<file path="config.mk">
export PLATFORM = sky130hd
export DESIGN_NAME = byte_window_fifo
export DESIGN_NICKNAME = d
export VERILOG_FILES = /design/src/rtl/byte_window_pkg.sv /design/src/rtl/byte_ring_window_mux.sv /design/src/rtl/byte_window_fifo.sv
export SDC_FILE = /design/constraint.sdc
export NUM_CORES = 1
export LEC_CHECK = 0
export BUFFER_PORTS_ARGS = -buffer_cell sky130_fd_sc_hd__buf_2
export CORE_UTILIZATION = 30
export CTS_BUF_LIST = sky130_fd_sc_hd__clkbuf_16
export DETAILED_ROUTE_END_ITERATION = 6
export GPL_TIMING_DRIVEN = 0
export SYNTH_ARGS = -nofsm -noshare
export SYNTH_HDL_FRONTEND = slang
export SYNTH_SLANG_ARGS = --single-unit
</file>
<file path="constraint.sdc">
create_clock -name clk -period 3.2 [get_ports clk]
set_input_delay 0.64 -clock clk [delete_from_list [all_inputs] [get_ports clk]]
set_output_delay 0.64 -clock clk [all_outputs]
set_load 0.005 [all_outputs]
</file>
<file path="src/rtl/byte_window_pkg.sv">
// Shared constants and width helpers for the byte-granular window FIFO.
// Width constants below describe the default 8-in / 16-deep configuration.
package byte_window_pkg;

  localparam int BYTE_W = 8;

  function automatic int clog2(input int v);
    int r;
    r = 0;
    while ((1 << r) < v) r++;
    return r;
  endfunction

  localparam int DEF_IN_BYTES    = 8;
  localparam int DEF_DEPTH_BYTES = 16;

  localparam int PTR_W = clog2(DEF_DEPTH_BYTES);
  localparam int OCC_W = clog2(DEF_DEPTH_BYTES + 1);
  localparam int NB_W  = clog2(DEF_IN_BYTES + 1);

endpackage

</file>
<file path="src/rtl/byte_ring_window_mux.sv">
// Selects WIN_BYTES consecutive bytes from a ring starting at a read pointer.
// The index wraps naturally because the ring depth is a power of two.
module byte_ring_window_mux
  import byte_window_pkg::*;
#(
  parameter int DEPTH_BYTES = 16,
  parameter int WIN_BYTES   = 3,
  parameter int RD_W        = 4
) (
  input  logic [BYTE_W-1:0]           i_mem [DEPTH_BYTES],
  input  logic [RD_W-1:0]             i_rd_ptr,
  output logic [WIN_BYTES*BYTE_W-1:0] o_win_data
);

  logic [RD_W-1:0] w_idx;

  always_comb begin
    o_win_data = '0;
    w_idx      = '0;
    for (int i = 0; i < WIN_BYTES; i++) begin
      w_idx = i_rd_ptr + RD_W'(i);
      o_win_data[i*BYTE_W +: BYTE_W] = i_mem[w_idx];
    end
  end

endmodule

</file>
<file path="src/rtl/byte_window_fifo.sv">
// Byte ring buffer packing wide words and presenting a sliding window.
// Occupancy is held in its own register rather than derived from pointers.
module byte_window_fifo
  import byte_window_pkg::*;
#(
  parameter int IN_BYTES    = 8,
  parameter int WIN_BYTES   = 3,
  parameter int STRIDE      = 1,
  parameter int DEPTH_BYTES = 16
) (
  input  logic                              clk,
  input  logic                              reset,
  input  logic                              flush,
  input  logic [IN_BYTES*BYTE_W-1:0]        in_data,
  input  logic [clog2(IN_BYTES+1)-1:0]      in_nbytes,
  input  logic                              in_valid,
  output logic                              in_ready,
  output logic [WIN_BYTES*BYTE_W-1:0]       win_data,
  output logic                              win_valid,
  input  logic                              win_ready,
  output logic [clog2(DEPTH_BYTES+1)-1:0]   occupancy
);

  localparam int PW = clog2(DEPTH_BYTES);
  localparam int OW = clog2(DEPTH_BYTES + 1);
  localparam int NW = clog2(IN_BYTES + 1);

  if (STRIDE < 1 || STRIDE > WIN_BYTES) begin : g_bad_stride
    $error("byte_window_fifo: STRIDE must be in 1..WIN_BYTES");
  end
  if ((DEPTH_BYTES & (DEPTH_BYTES - 1)) != 0 ||
      DEPTH_BYTES < IN_BYTES + WIN_BYTES) begin : g_bad_depth
    $error("byte_window_fifo: bad DEPTH_BYTES");
  end

  logic [BYTE_W-1:0] r_mem [DEPTH_BYTES];
  logic [PW-1:0]     r_rd_ptr;
  logic [PW-1:0]     r_wr_ptr;
  logic [OW-1:0]     r_occ;

  logic [NW-1:0]     w_n;
  logic              w_push;
  logic              w_pop;
  logic [OW-1:0]     w_add;
  logic [OW-1:0]     w_sub;

  // Oversized byte counts are clamped to a full word.
  assign w_n = (in_nbytes > NW'(IN_BYTES)) ? NW'(IN_BYTES) : in_nbytes;

  assign in_ready  = r_occ <= OW'(DEPTH_BYTES - IN_BYTES);
  assign win_valid = r_occ >= OW'(WIN_BYTES);
  assign occupancy = r_occ;

  assign w_push = in_valid & in_ready;
  assign w_pop  = win_valid & win_ready;
  assign w_add  = w_push ? OW'(w_n) : '0;
  assign w_sub  = w_pop ? OW'(STRIDE) : '0;

  always_ff @(posedge clk) begin
    if (reset) begin
      for (int i = 0; i < DEPTH_BYTES; i++) r_mem[i] <= '0;
      r_rd_ptr <= '0;
      r_wr_ptr <= '0;
      r_occ    <= '0;
    end else if (flush) begin
      r_rd_ptr <= '0;
      r_wr_ptr <= '0;
      r_occ    <= '0;
    end else begin
      if (w_push) begin
        for (int k = 0; k < IN_BYTES; k++) begin
          if (NW'(k) < w_n)
            r_mem[r_wr_ptr + PW'(k)] <= in_data[k*BYTE_W +: BYTE_W];
        end
        r_wr_ptr <= r_wr_ptr + PW'(w_n);
      end
      if (w_pop) r_rd_ptr <= r_rd_ptr + PW'(STRIDE);
      r_occ <= r_occ + w_add - w_sub;
    end
  end

  byte_ring_window_mux #(
    .DEPTH_BYTES (DEPTH_BYTES),
    .WIN_BYTES   (WIN_BYTES),
    .RD_W        (PW)
  ) u_mux (
    .i_mem      (r_mem),
    .i_rd_ptr   (r_rd_ptr),
    .o_win_data (win_data)
  );

endmodule

</file>
Yosys cells after proc, flatten, opt, wreduce, memory -nomap -nowiden. Cells that the tools add are included.

Flip-flop bits (word level): 141. Input bits: 73. Output and inout bits: 31. Word-level logic and storage cells: 150.

$add $sub $neg: 12. Order comparisons: 30. Mux-type cells: 65. Bitwise operators: 14. Reduce and logical (&&, ||, !) cells: 10.

Operators with widths (number): $mux 128 (29); $bwmux 128 (8); $demux 8 s4 (8); $mux 8 (14); $bmux 8 s4 (3); $ge 5x5->1 const B (11); $not 4->5 (11); $lt 5x1->1 const B (8); $add 4x3->4 const B (4); $lt 3x4->1 const A (4); $add 4x2->4 const B (3); $add 4x1->4 const B (2); $logic_and 1x1->1 (8); $lt 1x4->1 const A (2); $lt 2x4->1 const A (2); $mux 4 (2); $add 5x4->5 (1); $ge 5x2->1 const B (1); $le 5x4->1 const B (1); $sub 5x1->5 (1); $add 4x4->4 (1); $gt 4x4->1 const B (1); $and 1x1->1 (2); $reduce_and 2->1 (1); 3 further kinds (3).

Longest topological paths before layout. Gate-level depths: netlist of run 1.

Depth after elaboration: 42. Mapped depth: 14. Gate-level depth less buffers: 13.

Hierarchy. A second synthesis of run 1 with hierarchy kept.

Cells, all modules: 2591. Area, all modules: 19756.4 um^2.

By module, submodules not included: byte_window_fifo (times used 1, cells each 2368, area an instance 16543.4 um^2, sequential area each 2822.7 um^2); byte_ring_window_mux (times used 1, cells each 223, area an instance 3213.1 um^2, sequential area each 0.0 um^2).

Least setup slack after synthesis of run 1. Ideal clock, no wire load.

Path kind: reg-to-output. Start: register r_rd_ptr[1]. End: output win_data[10]. Data arrival time: 2412 ps. Data required time: 2560 ps. Setup slack: 148 ps. Stages on the path, launching flop included: 7. Cell sequence: dfxtp_1 > ha_1 > clkbuf_1 > buf_1 > buf_1 > mux4_2 > mux4_2.

Longest elaborated chain between the ends: 5.

RTL lines: from (decl) (RTL line byte_window_fifo.sv:37) `logic [PW-1:0] r_rd_ptr;`; from (signal assigned) (RTL line byte_window_fifo.sv:77) `if (w_pop) r_rd_ptr <= r_rd_ptr + PW'(STRIDE);`; $add 4x1->4 (RTL line byte_ring_window_mux.sv:21) `w_idx = i_rd_ptr + RD_W'(i);`; $not 4->5 (implied by the code) (RTL line byte_ring_window_mux.sv:22) `o_win_data[i*BYTE_W +: BYTE_W] = i_mem[w_idx];`; $bmux 8 s4 (RTL line byte_ring_window_mux.sv:22); $mux 8 (implied by the code) (2 in series) (RTL line byte_ring_window_mux.sv:22); to (decl) (RTL line byte_window_fifo.sv:18) `output logic [WIN_BYTES*BYTE_W-1:0] win_data,`.

No other way between the ends. The select of a mux whose other input is x is not followed.

Worst setup path in the final report of run 1.
Start: input in_data[18]. End: register r_mem[42] in the netlist's numbering.

Longest elaborated chain between the ends: 27.

RTL lines: from (decl) (RTL line byte_window_fifo.sv:14) `input logic [IN_BYTES*BYTE_W-1:0] in_data,`; $bwmux 128 * (RTL line byte_window_fifo.sv:73) `r_mem[r_wr_ptr + PW'(k)] <= in_data[k*BYTE_W +: BYTE_W];`; $mux 128 * (RTL line byte_window_fifo.sv:72) `if (NW'(k) < w_n)`; $mux 128 * (RTL line byte_window_fifo.sv:70) `if (w_push) begin`; $mux 128 * (RTL line byte_window_fifo.sv:65) `end else if (flush) begin`; $mux 128 * (RTL line byte_window_fifo.sv:60) `if (reset) begin`; $bwmux 128 (RTL line byte_window_fifo.sv:73); $mux 128 * (RTL line byte_window_fifo.sv:72); $mux 128 * (RTL line byte_window_fifo.sv:70); [... 11 more ...]; $mux 128 * (RTL line byte_window_fifo.sv:60); $bwmux 128 (RTL line byte_window_fifo.sv:73); $mux 128 * (RTL line byte_window_fifo.sv:72); $mux 128 * (RTL line byte_window_fifo.sv:70); $mux 128 * (RTL line byte_window_fifo.sv:65); $mux 128 * (RTL line byte_window_fifo.sv:60); $bwmux 128 (RTL line byte_window_fifo.sv:73); $mux 128 * (RTL line byte_window_fifo.sv:72); to (signal, indexed assignment) (RTL line byte_window_fifo.sv:73); to (decl) (RTL line byte_window_fifo.sv:36) `logic [BYTE_W-1:0] r_mem [DEPTH_BYTES];`.

Mark *: on every way between the ends. The rest lies on a longest branch, timed or not. The select of a mux whose other input is x is not followed. A chain may end at the register's enable or synchronous reset.

==> impl_metrics.py, run 1 <==
metrics = {
    "setup_path": {
        "critPathRequiredTime_ns": 3.64,
        "reg2reg_to": "r_mem[42]",
        "worstSetupEndpointType": "flop",
        "reg2reg_depth": 8,
        "crit_type": "input pin to flop",
        "r2r-start": "r_wr_ptr[2]",
        "crit_fanout": 10,
        "r2r_setup_slack_ns": -0.17,
        "startpoint_type": "input pin",
        "arrival_ns": 3.88,
    },
    "timing": {
        "finalCriticalPeriod_ns": 3.44,
        "hold_viol": 0,
        "timing.fmax_mhz": 291,
        "clock_skew_ns": 0.0142,
        "setup_ws_ns": -0.240,
        "finalSetupTns_ns": -0.847,
        "setup_viol": 19,
        "timing.final.crit_share_pct": 108,
        "relSlewSlack_pct": -7.50,
        "fin_hold_ws_ns": 0.512,
        "tightest_slew_ns": 1.61,
        "final_max_slew_viol_count": 88,
        "rsz0062_at_grt": "yes",
    },
    "yosys": {
        "syn_inst": 2109,
        "synthTopCellsByArea": "dfxtp_1 17%, mux4_2 16%, o221ai_1 8.5%",
        "synth_top_area_share_pct": 16.8,
        "post-synth-top-area-cell": "dfxtp_1",
        "yosys_warnings": 0,
        "syn_area_um2": 16800,
        "ys.flop_type": "dfxtp_1",
        "ys_async_sr_fraction_pct": 0,
        "synth-edff-count": 0,
        "ys_seq_area_share_pct": 16.8,
        "synth_nets": 2202,
        "synth_seq_cells": 141,
        "synth.avg_cell_area_um2": 7.98,
        "ys_types": 76,
    },
    "global_route": {
        "grt_pass1_vias": 21700,
        "grt_use_total_pct": 50.5,
        "grt-ovfl-total": 0,
        "grt_pass1_wl_um": 193000,
        "antenna_found_initial": 14,
        "grt_max_degree": 17,
    },
    "floorplanning": {
        "die_area_um2": 57100,
        "pin_count": 104,
        "chipHeight_um": 239,
        "initial_core_util_pct": 30.4,
        "core_um2": 55300,
        "rows": 86,
        "die_w_um": 239,
    },
    "clocking": {
        "cts_tree": "built",
        "clock_latency_ns": 0.52,
        "cts_max_level": 4,
        "clkSinkCount": 141,
        "clock_path_buffers": 2,
        "cts_buffers": 17,
        "clockRootBuffer": "clkbuf_16",
        "cts.reportedPaths.clkPinSlew_ns": 0.08,
    },
    "drt": {
        "vias": 24000,
        "wl_per_cell_um": 48.3,
        "firstDrtPassIters": 7,
        "first_iter_violations": 4571,
        "viasPerCell": 7.92,
        "drc": 1,
        "ant_nets": 0,
        "drt_wl_total_um": 146000,
    },
    "hold_path": {
        "min_path_type": "input pin to flop",
        "min-delay-start": "flush",
        "min_path_cells": 3,
        "hold_end": "occupancy[0]",
    },
    "power_and_ir_drop": {
        "power_density_nw_per_um2": 483,
        "p_leak_nw": 6.60,
        "ir_worst_vdd_uv": 467,
    },
    "layout": {
        "finish.utilization_pct": 37.3,
        "area_growth_pct": 22.5,
        "fin_cells": 3025,
        "layout-drive-gt1-share_pct": 24.3,
        "finalNetCount": 2341,
    },
    "placed_design": {
        "gp_congestion": 1.14,
        "dpl.hpwl_um": 110000,
        "placed_cells": 2955,
        "io_buffers": 88,
    },
    "status": {
        "failed_checks": "DRC, capacitance limit, slew limit, setup timing",
        "status": "finished, violations left",
    },
    "flow_run": {
        "maxCapViolCount": 13,
    },
}
[power by group]
part	total [mW]	internal (mW)	switching, mW
clock network	2.39	1.32	1.07
registers	2.73	2.02	0.711
logic	4.84	1.71	3.14
total	9.96	5.04	4.92
[worst max-delay path: stages]
cell and delay [ns]:
buf_2 0.22, clkbuf_1 1.16, nand2_1 0.49, o211ai_1 1.04, a2111oi_1 0.17, nor2_1 0.15
[worst max path at each step]
stage / slack (ns) / cells after the start / startpoint / end
after floorplan: 0.15 / 6 / r_rd_ptr[1] / win_data[10]
after global placement: -1.69 / 10 / r_wr_ptr[1] / r_mem[56]
after detailed placement: -1.73 / 12 / r_wr_ptr[1] / r_mem[96]
after CTS: -0.002 / 9 / r_wr_ptr[2] / r_mem[125]
after global routing: -0.05 / 10 / in_nbytes[3] / r_mem[45]
final: -0.24 / 6 / in_data[18] / r_mem[42]
[cell type report]
class	instances	area, um^2
Fill cell	5767	34700
Multi-Input combinational cell	1709	14000
Sequential cell	141	2830
Buffer	217	1240
Tap cell	748	936
Timing Repair Buffer	125	836
Clock buffer	17	425
Clock inverter	15	211
Inverter	37	145
Antenna cell	16	40.0
[per-stage QoR]
stage | instance area (um^2) | setup slack, ns | power (mW)
global placement | 18200 | -1.69 | 6.80
floorplan | 16800 | 0.148 | 4.78
CTS | 20100 | -0.00238 | 9.42
global route | 20600 | -0.0471 | 9.99
detailed placement | 18400 | -1.73 | 6.85
finish | 20600 | -0.240 | 9.96
[flip-flops by register name, summed over array words and instances (netlist names)]
signal / count
r_mem: 128
r_wr_ptr: 4
occupancy: 5
r_rd_ptr: 4
[cells by family (layout without fill, tap and decap cells)]
logic type	after synthesis	after routing	synth area share [%]
other	0	16	0
adders and majority gates	20	20	1.58
xor gates and xnor gates	20	20	1.13
AOI/OAI and AO/OA	816	816	35.7
and+or+nand+nor	683	683	19.5
buffers and inverters	259	411	6.25
DFF	141	141	16.8
muxes	170	170	19.0
[metal layers]
metal  global-route usage (%)  wire [um]  share of wire (%)
met4                     40.4      15700                 11
met1                     58.9      50900                 35
met2                     69.7      56800                 39
met5                    0.606         51              0.035
met3                     24.5      22800                 16
[cells in the mapped netlist, drive strengths merged (10+ instances only)]
library cell / count
a21oi: 94
xnor2: 10
a21o: 11
mux4: 120
o21ai: 117
a31oi: 24
buf: 66
o221a: 10
a221o: 10
a211o: 12
o221ai: 164
a22oi: 76
o22a: 17
nor2: 169
or4: 10
nor4: 24
o211ai: 24
a2111oi: 39
and3: 11
xor2: 10
clkbuf: 156
inv: 37
mux2i: 50
nand4: 14
nor3: 78
nand3: 76
a221oi: 33
dfxtp: 141
ha: 18
o22ai: 69
a211oi: 36
nand2: 229
or3: 35
o21a: 18
a22o: 15
[what timing repair did]
item	4_1_cts	5_1_grt
pin swaps	10	12
hold endpoints to repair	0	0
hold buffers	0	0
resized for setup	246	91
setup endpoints to repair	152	144
setup buffers	13	14
[layout by cell type (no fill, tap or decap), types with 34 or more instances in the layout]
master	n
nor2_1	160
nand3_1	57
o21ai_0	98
o221ai_1	162
clkbuf_1	110
nor3_1	35
a21oi_1	93
dfxtp_1	137
buf_2	119
or3_1	34
nand2_1	223
mux2i_1	50
o22ai_1	69
a22oi_1	73
buf_4	34
mux4_2	120
(Power assumes the default switching activity.)
==> run 2: changes to the inputs <==
--- a/config.mk
+++ b/config.mk
@@ -10,6 +10,7 @@
 export CTS_BUF_LIST = sky130_fd_sc_hd__clkbuf_16
 export DETAILED_ROUTE_END_ITERATION = 6
 export GPL_TIMING_DRIVEN = 0
+export PLACE_DENSITY = 0.43
 export SYNTH_ARGS = -nofsm -noshare
 export SYNTH_HDL_FRONTEND = slang
 export SYNTH_SLANG_ARGS = --single-unit
==> impl_metrics.py, run 2 (synthesized netlist as in run 1, its figures left out) <==
metrics = {
    "status": {
        "status": "finished, violations left",
        "failed_checks": "DRC, capacitance limit, slew limit, setup timing",
    },
    "setup_path": {
        "worstSetupEndpointType": "flop",
        "critPathRequiredTime_ns": 3.59,
        "slowest_delay_ns": 0.77,
        "reg2reg_depth": 9,
        "crit_fanout": 10,
        "slowest_stage": "nor2_2",
        "r2r-start": "r_wr_ptr[1]",
        "cp_cell_sequence": "buf_2, buf_2, buf_2, inv_1, nor2_2, nand4_1, o221ai_1, a31oi_1",
        "startpoint_type": "input pin",
        "crit_top_cell": "buf_2",
        "crit_type": "input pin to flop",
        "arrival_ns": 3.73,
        "cp-startpoint": "in_nbytes[3]",
    },
    "floorplanning": {
        "die_w_um": 239,
        "core_um2": 55300,
        "rows": 86,
        "initial_core_util_pct": 30.4,
        "die_area_um2": 57100,
        "pin_count": 104,
        "chipHeight_um": 239,
    },
    "drt": {
        "ant_nets": 0,
        "firstDrtPassIters": 7,
        "drt_wl_total_um": 152000,
        "first_iter_violations": 4204,
        "vias": 23700,
        "viasPerCell": 7.84,
        "wl_per_cell_um": 50.2,
        "drc": 23,
    },
    "power_and_ir_drop": {
        "power_density_nw_per_um2": 491,
        "ir_worst_vdd_uv": 502,
        "p_leak_nw": 6.77,
        "power_mw": 10.2,
    },
    "timing": {
        "setup_viol": 18,
        "setup_ws_ns": -0.134,
        "clock_skew_ns": 0.0192,
        "hold_viol": 0,
        "relSlewSlack_pct": -13.7,
        "finalCriticalPeriod_ns": 3.33,
        "timing.fmax_mhz": 300,
        "timing.final.crit_share_pct": 104,
        "final_max_slew_viol_count": 120,
        "tightest_slew_ns": 1.71,
    },
    "clocking": {
        "cts_hold_buffers": 0,
        "cts.reportedPaths.clkPinSlew_ns": 0.08,
        "clock_latency_ns": 0.53,
        "cts_max_level": 4,
        "cts_buffers": 17,
        "clkSinkCount": 141,
        "cts_tree": "built",
        "clockRootBuffer": "clkbuf_16",
        "clock_path_buffers": 2,
    },
    "layout": {
        "final-seq-area_um2": 2830,
        "multi_input_area_um2": 13900,
        "finalNetCount": 2354,
        "area_growth_pct": 23.6,
        "regMostFlops": "r_mem",
        "layout-drive-gt1-share_pct": 25.3,
        "num-fill-cells": 5823,
        "layout_common_cells": "221 x nand2_1, 163 x nor2_1, 152 x o221ai_1",
        "final_common_cell": "nand2_1",
        "largest_reg_flops": 128,
    },
    "global_route": {
        "grt_use_total_pct": 52.9,
        "grt_pass1_vias": 21400,
        "grt_max_degree": 17,
        "grt-ovfl-total": 0,
        "grt_pass1_wl_um": 200000,
        "antenna_found_initial": 11,
    },
    "hold_path": {
        "min-delay-start": "flush",
        "min_path_cells": 3,
        "min_path_type": "input pin to flop",
    },
    "flow_run": {
        "maxCapViolCount": 12,
    },
    "placed_design": {
        "gp_congestion": 1.14,
        "io_buffers": 88,
        "place_ws_ns": -1.86,
        "dpl.hpwl_um": 115000,
    },
}
run 2: cell types whose count changed in the layout (fill, tap and decap cells not counted), sizes merged:
cell and delta:
buf +16, bufinv +1, clkbuf -5, clkdlybuf4s18 +2
clkinv -1, clkinvlp -3, diode -9, inv +3
run 2: metal layers:
metal,track usage [%],vias to the layer above,part of all wire (%)
li1,-,8916,-
met1,62.7,11800,36
met2,72.1,2400,39
met3,26.8,670,16
met4,40.3,6,9.4
met5,0,-,0.056
run 2: report_power, final:
part           internal (mW)  leakage, nW  switching [mW]
Clock                   1.40        0.326            1.12
Combinational           1.74         5.29            3.21
Sequential              2.02         1.16           0.734
Total                   5.15         6.77            5.06
run 2: final timing paths:
check                      end  slack [ns]
hold reg to reg      r_mem[51]        0.62
hold / removal    occupancy[0]        0.48
setup reg to reg     r_mem[50]       -0.07
setup / recovery     r_mem[63]       -0.13
run 2: cell type report:
| class | instances | share of cell area [%] |
|---|---|---|
| Clock buffer | 17 | 2.04 |
| Buffer | 214 | 6.29 |
| Timing Repair Buffer | 141 | 4.60 |
| Tap cell | 748 | 4.50 |
| Antenna cell | 7 | 0.0842 |
| Inverter | 37 | 0.698 |
| Sequential cell | 141 | 13.6 |
| Clock inverter | 15 | 1.12 |
| Multi-Input combinational cell | 1709 | 67.0 |
run 2: worst max-delay path: cells and delay by family:
kind,cells,cell delay [ns]
AO/OA/AOI/OAI,2,0.65
AND/OR/NAND/NOR,2,1.51
buffers and inverters,4,0.91
run 2: per-stage QoR:
stage	cells	hold WS [ns]	utilization [%]	TNS [ns]	instance area, um^2
2_1_floorplan	2109	0.481	-	0	16800
5_1_grt	3022	0.524	37.6	-0.0964	20800
6_report	3029	0.476	37.6	-0.677	20800
3_5_place_dp	2955	0.589	33.2	-173.41	18400
4_1_cts	3001	0.478	36.6	-0.0238	20200
3_3_place_gp	2945	0.583	32.9	-178.27	18200
run 2: timing repair:
action / 4_1_cts / 5_1_grt
setup endpoints to repair: 152 / 140
resized for setup: 262 / 106
buffers inserted: 17 / 26
pin swaps: 14 / 14
